### src/rtl/uart_tx_fifo_if.sv
// Byte-write and serial-status bundle between a host and uart_tx_fifo.
interface uart_tx_fifo_if #(
  parameter int unsigned FifoDepth = 4
);

  logic [7:0]                 data;
  logic                       write;
  logic                       full;
  logic [$clog2(FifoDepth):0] fifo_count;
  logic                       tx;
  logic                       busy;
  logic                       tx_done;

  // Host side: pushes bytes, observes occupancy and line state.
  modport master (
    output data,
    output write,
    input  full,
    input  fifo_count,
    input  tx,
    input  busy,
    input  tx_done
  );

  // Transmitter side.
  modport slave (
    input  data,
    input  write,
    output full,
    output fifo_count,
    output tx,
    output busy,
    output tx_done
  );

endinterface

### src/rtl/uart_tx_fifo.sv
// Buffered 8N1 UART transmitter running on the system clock. Bytes are queued in a
// small FIFO and sent LSB-first, back-to-back while the FIFO holds data.
module uart_tx_fifo #(
  parameter int unsigned BaudRate  = 9600,
  parameter int unsigned ClockFreq = 38400000,
  parameter int unsigned FifoDepth = 4
) (
  input  logic          clk_i,
  input  logic          rst_ni,
  uart_tx_fifo_if.slave bus
);

  localparam int unsigned Divisor = ClockFreq / BaudRate;
  localparam int unsigned CntW    = (Divisor > 1) ? $clog2(Divisor) : 1;
  localparam int unsigned PtrW    = (FifoDepth > 1) ? $clog2(FifoDepth) : 1;
  localparam int unsigned CountW  = PtrW + 1;

  localparam logic [CntW-1:0]   CntLast   = CntW'(Divisor - 1);
  localparam logic [CountW-1:0] CountFull = CountW'(FifoDepth);

  // Elaboration-time guards on parameter legality.
  if (Divisor < 2) begin : gen_bad_divisor
    $error("uart_tx_fifo: ClockFreq / BaudRate must be at least 2");
  end
  if ((FifoDepth < 2) || ((FifoDepth & (FifoDepth - 1)) != 0)) begin : gen_bad_depth
    $error("uart_tx_fifo: FifoDepth must be a power of two and at least 2");
  end

  typedef enum logic [1:0] {
    StIdle,
    StStart,
    StData,
    StStop
  } state_e;

  // ---------------------------------------------------------------------------
  // FIFO
  // ---------------------------------------------------------------------------
  logic [7:0]        mem_q [FifoDepth];
  logic [PtrW-1:0]   wr_ptr_q;
  logic [PtrW-1:0]   rd_ptr_q;
  logic [CountW-1:0] count_q;
  logic [CountW-1:0] count_d;
  logic              full_q;
  logic              push;
  logic              pop;
  logic              fifo_empty;
  logic [7:0]        head;

  // A write while full is dropped even if a pop frees a slot on the same edge.
  assign push       = bus.write & ~full_q;
  assign fifo_empty = (count_q == '0);
  assign head       = mem_q[rd_ptr_q];

  // Storage array; contents need no reset because the count gates every read.
  always_ff @(posedge clk_i) begin
    if (push) begin
      mem_q[wr_ptr_q] <= bus.data;
    end
  end

  // Occupancy next-state from the push/pop pair.
  always_comb begin
    count_d = count_q;
    case ({push, pop})
      2'b10:   count_d = count_q + 1'b1;
      2'b01:   count_d = count_q - 1'b1;
      default: count_d = count_q;
    endcase
  end

  // Pointers wrap naturally at the power-of-two depth; full is registered from the count.
  always_ff @(posedge clk_i or negedge rst_ni) begin
    if (!rst_ni) begin
      wr_ptr_q <= '0;
      rd_ptr_q <= '0;
      count_q  <= '0;
      full_q   <= 1'b0;
    end else begin
      if (push) begin
        wr_ptr_q <= wr_ptr_q + 1'b1;
      end
      if (pop) begin
        rd_ptr_q <= rd_ptr_q + 1'b1;
      end
      count_q <= count_d;
      full_q  <= (count_d == CountFull);
    end
  end

  // ---------------------------------------------------------------------------
  // Serialiser
  // ---------------------------------------------------------------------------
  state_e          state_q;
  state_e          state_d;
  logic [CntW-1:0] baud_cnt_q;
  logic [CntW-1:0] baud_cnt_d;
  logic [2:0]      bit_idx_q;
  logic [2:0]      bit_idx_d;
  logic [7:0]      shift_q;
  logic [7:0]      shift_d;
  logic            tx_q;
  logic            tx_d;
  logic            tx_done;
  logic            baud_last;

  assign baud_last = (baud_cnt_q == CntLast);

  // Next-state, line value and pop request for the frame sequencer.
  always_comb begin
    state_d    = state_q;
    baud_cnt_d = baud_cnt_q + 1'b1;
    bit_idx_d  = bit_idx_q;
    shift_d    = shift_q;
    tx_d       = tx_q;
    pop        = 1'b0;
    tx_done    = 1'b0;

    unique case (state_q)
      StIdle: begin
        baud_cnt_d = '0;
        if (!fifo_empty) begin
          pop     = 1'b1;
          shift_d = head;
          tx_d    = 1'b0;
          state_d = StStart;
        end
      end

      StStart: begin
        if (baud_last) begin
          baud_cnt_d = '0;
          bit_idx_d  = '0;
          tx_d       = shift_q[0];
          state_d    = StData;
        end
      end

      StData: begin
        if (baud_last) begin
          baud_cnt_d = '0;
          if (bit_idx_q == 3'd7) begin
            tx_d    = 1'b1;
            state_d = StStop;
          end else begin
            bit_idx_d = bit_idx_q + 1'b1;
            shift_d   = {1'b0, shift_q[7:1]};
            // Present the bit that becomes shift[0] after this shift.
            tx_d      = shift_q[1];
          end
        end
      end

      StStop: begin
        if (baud_last) begin
          baud_cnt_d = '0;
          tx_done    = 1'b1;
          if (!fifo_empty) begin
            // Chain straight into the next start bit with no idle gap.
            pop     = 1'b1;
            shift_d = head;
            tx_d    = 1'b0;
            state_d = StStart;
          end else begin
            tx_d    = 1'b1;
            state_d = StIdle;
          end
        end
      end

      default: begin
        baud_cnt_d = '0;
        tx_d       = 1'b1;
        state_d    = StIdle;
      end
    endcase
  end

  // Sequencer state; reset drives the line idle-high immediately.
  always_ff @(posedge clk_i or negedge rst_ni) begin
    if (!rst_ni) begin
      state_q    <= StIdle;
      baud_cnt_q <= '0;
      bit_idx_q  <= '0;
      shift_q    <= '0;
      tx_q       <= 1'b1;
    end else begin
      state_q    <= state_d;
      baud_cnt_q <= baud_cnt_d;
      bit_idx_q  <= bit_idx_d;
      shift_q    <= shift_d;
      tx_q       <= tx_d;
    end
  end

  assign bus.tx         = tx_q;
  assign bus.busy       = (state_q != StIdle);
  assign bus.tx_done    = tx_done;
  assign bus.full       = full_q;
  assign bus.fifo_count = count_q;

endmodule
### src/flat_wrapper.sv
// flat-port wrapper written by rule: the top's interface ports become plain ports
module uart_tx_fifo_flat 
#(
  parameter int unsigned BaudRate  = 9600,
  parameter int unsigned ClockFreq = 38400000,
  parameter int unsigned FifoDepth = 4
)
  (clk_i, rst_ni, bus_data, bus_write, bus_full, bus_fifo_count, bus_tx, bus_busy, bus_tx_done);
  uart_tx_fifo_if #(.FifoDepth(FifoDepth)) bus_i ();
  input  logic clk_i;
  input  logic rst_ni;
  input wire logic [$bits(bus_i.data)-1:0] bus_data;
  input wire logic [$bits(bus_i.write)-1:0] bus_write;
  output wire logic [$bits(bus_i.full)-1:0] bus_full;
  output wire logic [$bits(bus_i.fifo_count)-1:0] bus_fifo_count;
  output wire logic [$bits(bus_i.tx)-1:0] bus_tx;
  output wire logic [$bits(bus_i.busy)-1:0] bus_busy;
  output wire logic [$bits(bus_i.tx_done)-1:0] bus_tx_done;
  assign bus_i.data = bus_data;
  assign bus_i.write = bus_write;
  assign bus_full = bus_i.full;
  assign bus_fifo_count = bus_i.fifo_count;
  assign bus_tx = bus_i.tx;
  assign bus_busy = bus_i.busy;
  assign bus_tx_done = bus_i.tx_done;
  uart_tx_fifo #(.BaudRate(BaudRate), .ClockFreq(ClockFreq), .FifoDepth(FifoDepth)) u_core (.clk_i(clk_i), .rst_ni(rst_ni), .bus(bus_i));
endmodule
### config.mk
export PLATFORM = sky130hd
export DESIGN_NAME = uart_tx_fifo_flat
export DESIGN_NICKNAME = d
export VERILOG_FILES = /design/src/rtl/uart_tx_fifo_if.sv /design/src/rtl/uart_tx_fifo.sv /design/src/flat_wrapper.sv
export SDC_FILE = /design/constraint.sdc
export NUM_CORES = 1
export LEC_CHECK = 0
export ABC_CLOCK_PERIOD_IN_PS = 7500
export CORE_MARGIN = 10
export CORE_UTILIZATION = 50
export DETAILED_ROUTE_END_ITERATION = 10
export PLACE_DENSITY = 0.65
export SLEW_MARGIN = 20
export SYNTH_ARGS = -nofsm -noshare
export SYNTH_HDL_FRONTEND = slang
export SYNTH_SLANG_ARGS = --single-unit
### constraint.sdc
create_clock -name clk_i -period 7.5 [get_ports clk_i]
set_input_delay 1.125 -clock clk_i [delete_from_list [all_inputs] [get_ports clk_i]]
set_output_delay 1.125 -clock clk_i [all_outputs]
set_load 0.05 [all_outputs]
==> impl_metrics.env <==
export IMPL_min_period_ns=3.426
export IMPL_overflow=0
export IMPL_place_congestion=0.7508
export IMPL_worst_pin_slew_ns=0.7029
export IMPL_cts_tree="done"
export IMPL_worst_clock_skew_ns=0.01122
export IMPL_cts_setup_buffers=0
export IMPL_clock_latency_ns=0.34
export IMPL_track_usage_pct=10.92
export IMPL_wl_um=4971
export IMPL_endpoint_kind="output port"
export IMPL_power_density_mw_per_mm2=389.7
export IMPL_ys_top_cells_by_area="edfxtp_1 32%, dfrtp_1 27%, mux2_2 6.0%"
export IMPL_rsz0062_at_grt="false"
export IMPL_core_area_mm2=0.005886
export IMPL_drc=0
export IMPL_hold_start="u_core.baud_cnt_q[0]"
export IMPL_total_power_w=0.001342
export IMPL_fin_nets=266
export IMPL_synthArstFlopShare_pct=51.52
export IMPL_h_tree_depth=3
export IMPL_critPathSlowestCell="clkdlybuf4s50_1"
export IMPL_cp_start_kind="flop"
export IMPL_synth_seq_area_share_pct=59.93
export IMPL_fmax_mhz=291.9
export IMPL_status="complete, no violations"
export IMPL_cp_required_ns=6.38
export IMPL_crit_path_start="u_core.baud_cnt_q[0]"
export IMPL_diodes=0
export IMPL_numClockSinks=66
export IMPL_ctsLongestPathBuffers=2
export IMPL_leakage_nw=1.361
export IMPL_fin_cells=322
export IMPL_yosys_area_top_type="edfxtp_1"
export IMPL_synth_edf_count=32
export IMPL_dieArea_mm2=0.009562
export IMPL_critPathKind="flop to output port"
export IMPL_ir_drop_uv=190.3
export IMPL_synthCells=220
export IMPL_synth_main_ff_cell="dfrtp_1"
export IMPL_final_setup_viol_count=0
export IMPL_synth_area_mm2=0.003025
export IMPL_fin_crit_sh_pct=45.68
export IMPL_clock_root_buffer="clkbuf_8"
export IMPL_grt_pass1_vias=1744
export IMPL_dpl_cell_count=306
export IMPL_ys_warn_count=0
export IMPL_synth_seq_cells=66
export IMPL_initial_core_util_pct=51.40
export IMPL_hold_path_class="flop to flop"
export IMPL_hold_viol=0
export IMPL_antenna_found_initial=0
export IMPL_worstPathArrival_ns=2.30
export IMPL_synth_top_area_share_pct=31.76
export IMPL_path_cells="ha_1, nand4_1, nor4_1, clkdlybuf4s50_1"
export IMPL_first_pass_iters=6
export IMPL_io_pins=18
export IMPL_maxSlewViolCount=0
export IMPL_r2r_start="u_core.baud_cnt_q[0]"
export IMPL_grt_pass1_wl_um=8473
export IMPL_num_rows=28
export IMPL_drv_cap=0
export IMPL_area_growth_pct=13.85
export IMPL_dp_hpwl_um=3446
export IMPL_numCtsBuffers=9
export IMPL_ys_types=39
export IMPL_cts_resized=0
export IMPL_chipHeight_um=97.79
export IMPL_grt_start_max_net_pins=35
export IMPL_drt_iter0_drc=49
export IMPL_setup_tns_ns=0
export IMPL_drtAntennaViolNets=0
export IMPL_avgViaCountPerCell=5.348
export IMPL_clk_pin_slew_ns=0.08
export IMPL_cts_hold_buffers=0
export IMPL_numPortBuffers=17
export IMPL_syn_nets=244
export IMPL_avgSynthCellArea_um2=13.75
export IMPL_worst_path_largest_cell_delay_ns=0.85
export IMPL_drive_gt1_share_pct=18.62
export IMPL_die_w_um=97.79
export IMPL_path_max_fanout=5
export IMPL_max_slew_margin_rel_pct=53.14
export IMPL_wire_per_inst_um=15.44
export IMPL_num_vias=1722
## registers in the layout, summed over array words and instances, names as in the netlist
register	cells
u_core.state_q	2
u_core.bus.tx	1
u_core.bus.fifo_count	3
u_core.bus.full	1
u_core.shift_q	8
u_core.rd_ptr_q	2
u_core.wr_ptr_q	2
u_core.baud_cnt_q	12
u_core.bit_idx_q	3
u_core.mem_q	32
## critical path, delay by kind of cell (launching register included)
family,cells,cell delay (ns)
fa+ha+maj,1,0.23
buf+inv,1,0.85
flops,1,0.39
simple gates,2,0.49
## logic make-up after synthesis
kind of cell | Yosys count | share of synthesized area [%]
flops | 66 | 59.93
simple gates | 65 | 10.79
mux | 25 | 12.24
buf+inv | 18 | 2.523
compound gates | 17 | 4.260
xor+xnor | 16 | 4.632
fa+ha+maj | 13 | 5.624
## cell type report
| class | count | area, µm² |
|---|---|---|
| Clock buffer | 9 | 123.9 |
| Clock inverter | 7 | 58.81 |
| Fill cell | 494 | 2441 |
| Inverter | 11 | 41.29 |
| Multi-Input combinational cell | 136 | 1136 |
| Sequential cell | 66 | 1813 |
| Tap cell | 75 | 93.84 |
| Timing Repair Buffer | 18 | 177.7 |
## cells in the mapped netlist (2+ instances only)
cell	n
a21oi_1	2
and2_1	4
clkbuf_1	5
dfrtp_1	33
edfxtp_1	32
ha_1	12
inv_1	11
mux2_2	16
mux4_2	8
nand2_1	10
nand3_1	12
nand4_1	3
nor2_1	17
nor2b_1	3
nor3_1	5
nor4_1	4
o21ai_0	6
or3_1	2
xnor2_1	8
xor2_1	8
## report_power, final
part           switching [W]  internal (W)  leakage [nW]  total, W
combinational       0.000262      0.000250         0.553  0.000513
clock               0.000148      0.000124        0.0868  0.000272
sequential         0.0000750      0.000482         0.720  0.000557
total               0.000486      0.000857          1.36   0.00134
## per-layer routing
metal  wire length [µm]  track usage (%)
met3                119            2.748
met2               2296            16.56
met5                  0                0
met1               2447            13.77
met4                108            6.600
## placed cells by master, fill, tap and decap left out, types with 2 or more instances in the layout
master | Yosys | final
xor2_1 | 8 | 8
or3_1 | 2 | 2
dfrtp_1 | 33 | 33
nor2_1 | 17 | 17
nor3_1 | 5 | 5
mux4_2 | 8 | 8
xnor2_1 | 8 | 8
nand2_1 | 10 | 10
nand3_1 | 12 | 12
clkdlybuf4s50_1 | 0 | 17
nand4_1 | 3 | 3
inv_1 | 11 | 11
clkinvlp_4 | 0 | 2
clkinv_4 | 0 | 2
a21oi_1 | 2 | 2
mux2_2 | 16 | 16
ha_1 | 12 | 12
inv_6 | 0 | 3
and2_1 | 4 | 4
nor4_1 | 4 | 4
clkbuf_8 | 0 | 9
o21ai_0 | 6 | 6
edfxtp_1 | 32 | 32
nor2b_1 | 3 | 3
## worst paths after layout
kind,to,slack (ns),depth (start not counted)
setup / recovery,bus_tx_done,4.07,4
hold / removal,u_core.baud_cnt_q[0],0.49,1
setup reg to reg,u_core.bus.full,4.49,11
hold reg to reg,u_core.baud_cnt_q[0],0.49,1
max in group asynchronous,u_core.bus.tx,5.97,2
min in group asynchronous,u_core.baud_cnt_q[7],1.20,2
## through the flow
| step | setup WS [ns] | hold slack (ns) | instance area (µm²) | util, % |
|---|---|---|---|---|
| floorplan | 4.027 | 0.4535 | 3025 | - |
| global placement | 4.409 | 0.4639 | 3262 | 55.42 |
| detailed placement | 4.357 | 0.4773 | 3262 | 55.42 |
| CTS | 4.034 | 0.4924 | 3445 | 58.52 |
| global route | 3.886 | 0.5143 | 3445 | 58.52 |
| finish | 4.074 | 0.4872 | 3445 | 58.52 |
(Power assumes the default switching activity.)
==> edit (same flow settings) <==
`FifoDepth` is set to 4 in 3 places; all go to 8.
--- a/src/rtl/uart_tx_fifo_if.sv
+++ b/src/rtl/uart_tx_fifo_if.sv
@@ -1,6 +1,6 @@
 // Byte-write and serial-status bundle between a host and uart_tx_fifo.
 interface uart_tx_fifo_if #(
-  parameter int unsigned FifoDepth = 4
+  parameter int unsigned FifoDepth = 8
 );
 
   logic [7:0]                 data;
--- a/src/rtl/uart_tx_fifo.sv
+++ b/src/rtl/uart_tx_fifo.sv
@@ -3,7 +3,7 @@
 module uart_tx_fifo #(
   parameter int unsigned BaudRate  = 9600,
   parameter int unsigned ClockFreq = 38400000,
-  parameter int unsigned FifoDepth = 4
+  parameter int unsigned FifoDepth = 8
 ) (
   input  logic          clk_i,
   input  logic          rst_ni,
--- a/src/flat_wrapper.sv
+++ b/src/flat_wrapper.sv
@@ -3,7 +3,7 @@
 #(
   parameter int unsigned BaudRate  = 9600,
   parameter int unsigned ClockFreq = 38400000,
-  parameter int unsigned FifoDepth = 4
+  parameter int unsigned FifoDepth = 8
 )
   (clk_i, rst_ni, bus_data, bus_write, bus_full, bus_fifo_count, bus_tx, bus_busy, bus_tx_done);
   uart_tx_fifo_if #(.FifoDepth(FifoDepth)) bus_i ();
Ports: changed (resized bus_fifo_count); port bits go from 18 to 19. No check against the original RTL was run, so the function may have changed too.
==> edit against the original RTL <==
Power increased by 37%. Clock power increased by 17%. Global-route usage increased by 1.0 points. Area after synthesis increased by 47%. Design area increased by 43%. Synthesized cell count increased by 35%. Worst setup slack got worse by 0.25 ns. Sequential cell count increased by 35. Critical path depth increased by 1. Wire length increased by 52%. Highest routed layer unchanged.
==> edit: results (changes against the original RTL) <==
The worst-path maximum fanout came to 10 (was 5). The number of enable flip-flop cells after synthesis is 64 (was 32). The worst hold slack is 0.490 ns (was 0.487 ns).

The placed wire-length estimate after detailed placement was 5.23 mm (was 3.45 mm). The largest voltage drop on the vdd net is 219 uV (was 190 uV). The number of nets produced by synthesis is 320 (was 244).

The count of nets after finishing is 340 (was 266). The detailed-router iteration count before antenna repair came out at 4 (was 6). The worst slack at placement is 3.84 ns (was 4.36 ns). The leakage power summed over all cells came to 1.83 nW (was 1.36 nW). The clock transition time at the flip-flop clock pins of the worst setup and hold paths came out at 0.11 ns (was 0.08 ns). The post-route clock skew came to 0.0201 ns (was 0.0112 ns). Synth top area cells: sky130_fd_sc_hd__edfxtp_1 43%, sky130_fd_sc_hd__dfrtp_1 20%, sky130_fd_sc_hd__mux4_2 8.1% (was sky130_fd_sc_hd__edfxtp_1 32%, sky130_fd_sc_hd__dfrtp_1 27%, sky130_fd_sc_hd__mux2_2 6.0%).

The overall fraction of global-route tracks in use is 11.9% (was 10.9%). Largest registers: u_core.mem_q: 64 flops, u_core.baud_cnt_q: 12 flops, u_core.shift_q: 8 flops (was u_core.mem_q: 32 flops, u_core.baud_cnt_q: 12 flops, u_core.shift_q: 8 flops). The post-detailed-placement cell area was 4720 um2 (was 3260 um2).

The arrival time at the worst endpoint is 2.55 ns (was 2.30 ns). The maximum number of pins on one net before global-route repair is 38 (was 35). The number of standard cells in the final layout excluding fillers came out at 430 (was 322). The post-synthesis async set-or-reset flop share came to 36.6% (was 51.5%). The global-route wire length before repair is 12.3 mm (was 8.47 mm).

The routed length per placed instance is 17.6 um (was 15.4 um). The total of buffers placed on input and output ports is 18 (was 17). Top cells by instance count after synthesis: 64 x sky130_fd_sc_hd__edfxtp_1, 36 x sky130_fd_sc_hd__dfrtp_1, 23 x sky130_fd_sc_hd__nand2_1, 23 x sky130_fd_sc_hd__nor2_1, 16 x sky130_fd_sc_hd__mux4_2 (was 33 x sky130_fd_sc_hd__dfrtp_1, 32 x sky130_fd_sc_hd__edfxtp_1, 17 x sky130_fd_sc_hd__nor2_1). The worst-margin pin slew is 0.836 ns (was 0.703 ns).

The number of unique standard cell types used by synthesis is 45 (was 39). Result of the run: finished clean (unchanged). The slack of the worst reg-to-reg path came to 4.63 ns (was 4.49 ns). The cell family with the largest share of critical-path delay was simple AND/OR/NAND/NOR gates (was buffers and inverters). The maximum root-to-sink buffer count is 2 (unchanged). The area of all sequential standard cells came out at 2850 um2 (was 1810 um2). The first-iteration detailed-routing DRC count is 123 (was 49). The global placement routability congestion came out at 0.759 (was 0.751).

The instance count after placement with tap cells included is 415 (was 306). The synthesized area per cell is 14.9 um2 (was 13.8 um2). The clock latency on the worst-skew pair came out at 0.36 ns (was 0.34 ns). The largest incremental delay on the critical path is 0.79 ns (was 0.85 ns).
## edit: changes by cell type after synthesis, sizes merged, moves of 4 or more
cell	unedited run	this run
edfxtp	32	64
nand3	12	4
mux2	16	11
mux4	8	16
nand2	10	24
nor2	17	23
a21oi	3	8
a22o	0	4
inv	11	6
and3	1	8
buf	2	6
o21ai	6	13
mux2i	1	10
## edit: how the worst max path moves through the flow
stage / depth (start not counted) / to / slack (ns)
2_1_floorplan: 3 / u_core.mem_q[0][0] / 4.55
3_3_place_gp: 4 / u_core.mem_q[3][5] / 3.94
3_5_place_dp: 4 / u_core.mem_q[3][3] / 3.84
4_1_cts: 5 / bus_tx_done / 3.79
5_1_grt: 5 / bus_tx_done / 3.69
6_report: 5 / bus_tx_done / 3.82
## edit: kinds of logic after synthesis
logic type               after synthesis  synth area share [%]
XOR/XNOR                              18                  3.55
multiplexers                          37                  13.1
AO/OA/AOI/OAI                         31                  4.62
buffers and inverters                 17                  1.69
flip-flops                           101                  64.1
adder cells (fa/ha/maj)               11                  3.10
AND/OR/NAND/NOR                       83                  9.82
## edit: cell type report
class | count | area share [%]
Tap cell | 108 | 2.75
Inverter | 7 | 0.535
Clock buffer | 9 | 2.52
Clock inverter | 6 | 1.12
Timing Repair Buffer | 19 | 3.72
Multi-Input combinational cell | 180 | 31.4
Sequential cell | 101 | 58.0
## edit: power breakdown
part	total, mW	switching (mW)	internal [mW]
Sequential	0.863	0.146	0.717
Clock	0.318	0.193	0.125
Combinational	0.661	0.330	0.331
## edit: per-layer routing
layer	wire, um	GRT usage [%]	vias to the layer above	share of wire, %
met5	0	0	-	0
met4	60	3.17	0	0.79
met3	278	3.62	5	3.7
met2	3380	17.9	35	45
met1	3850	16.5	1220	51
li1	-	-	1152	-
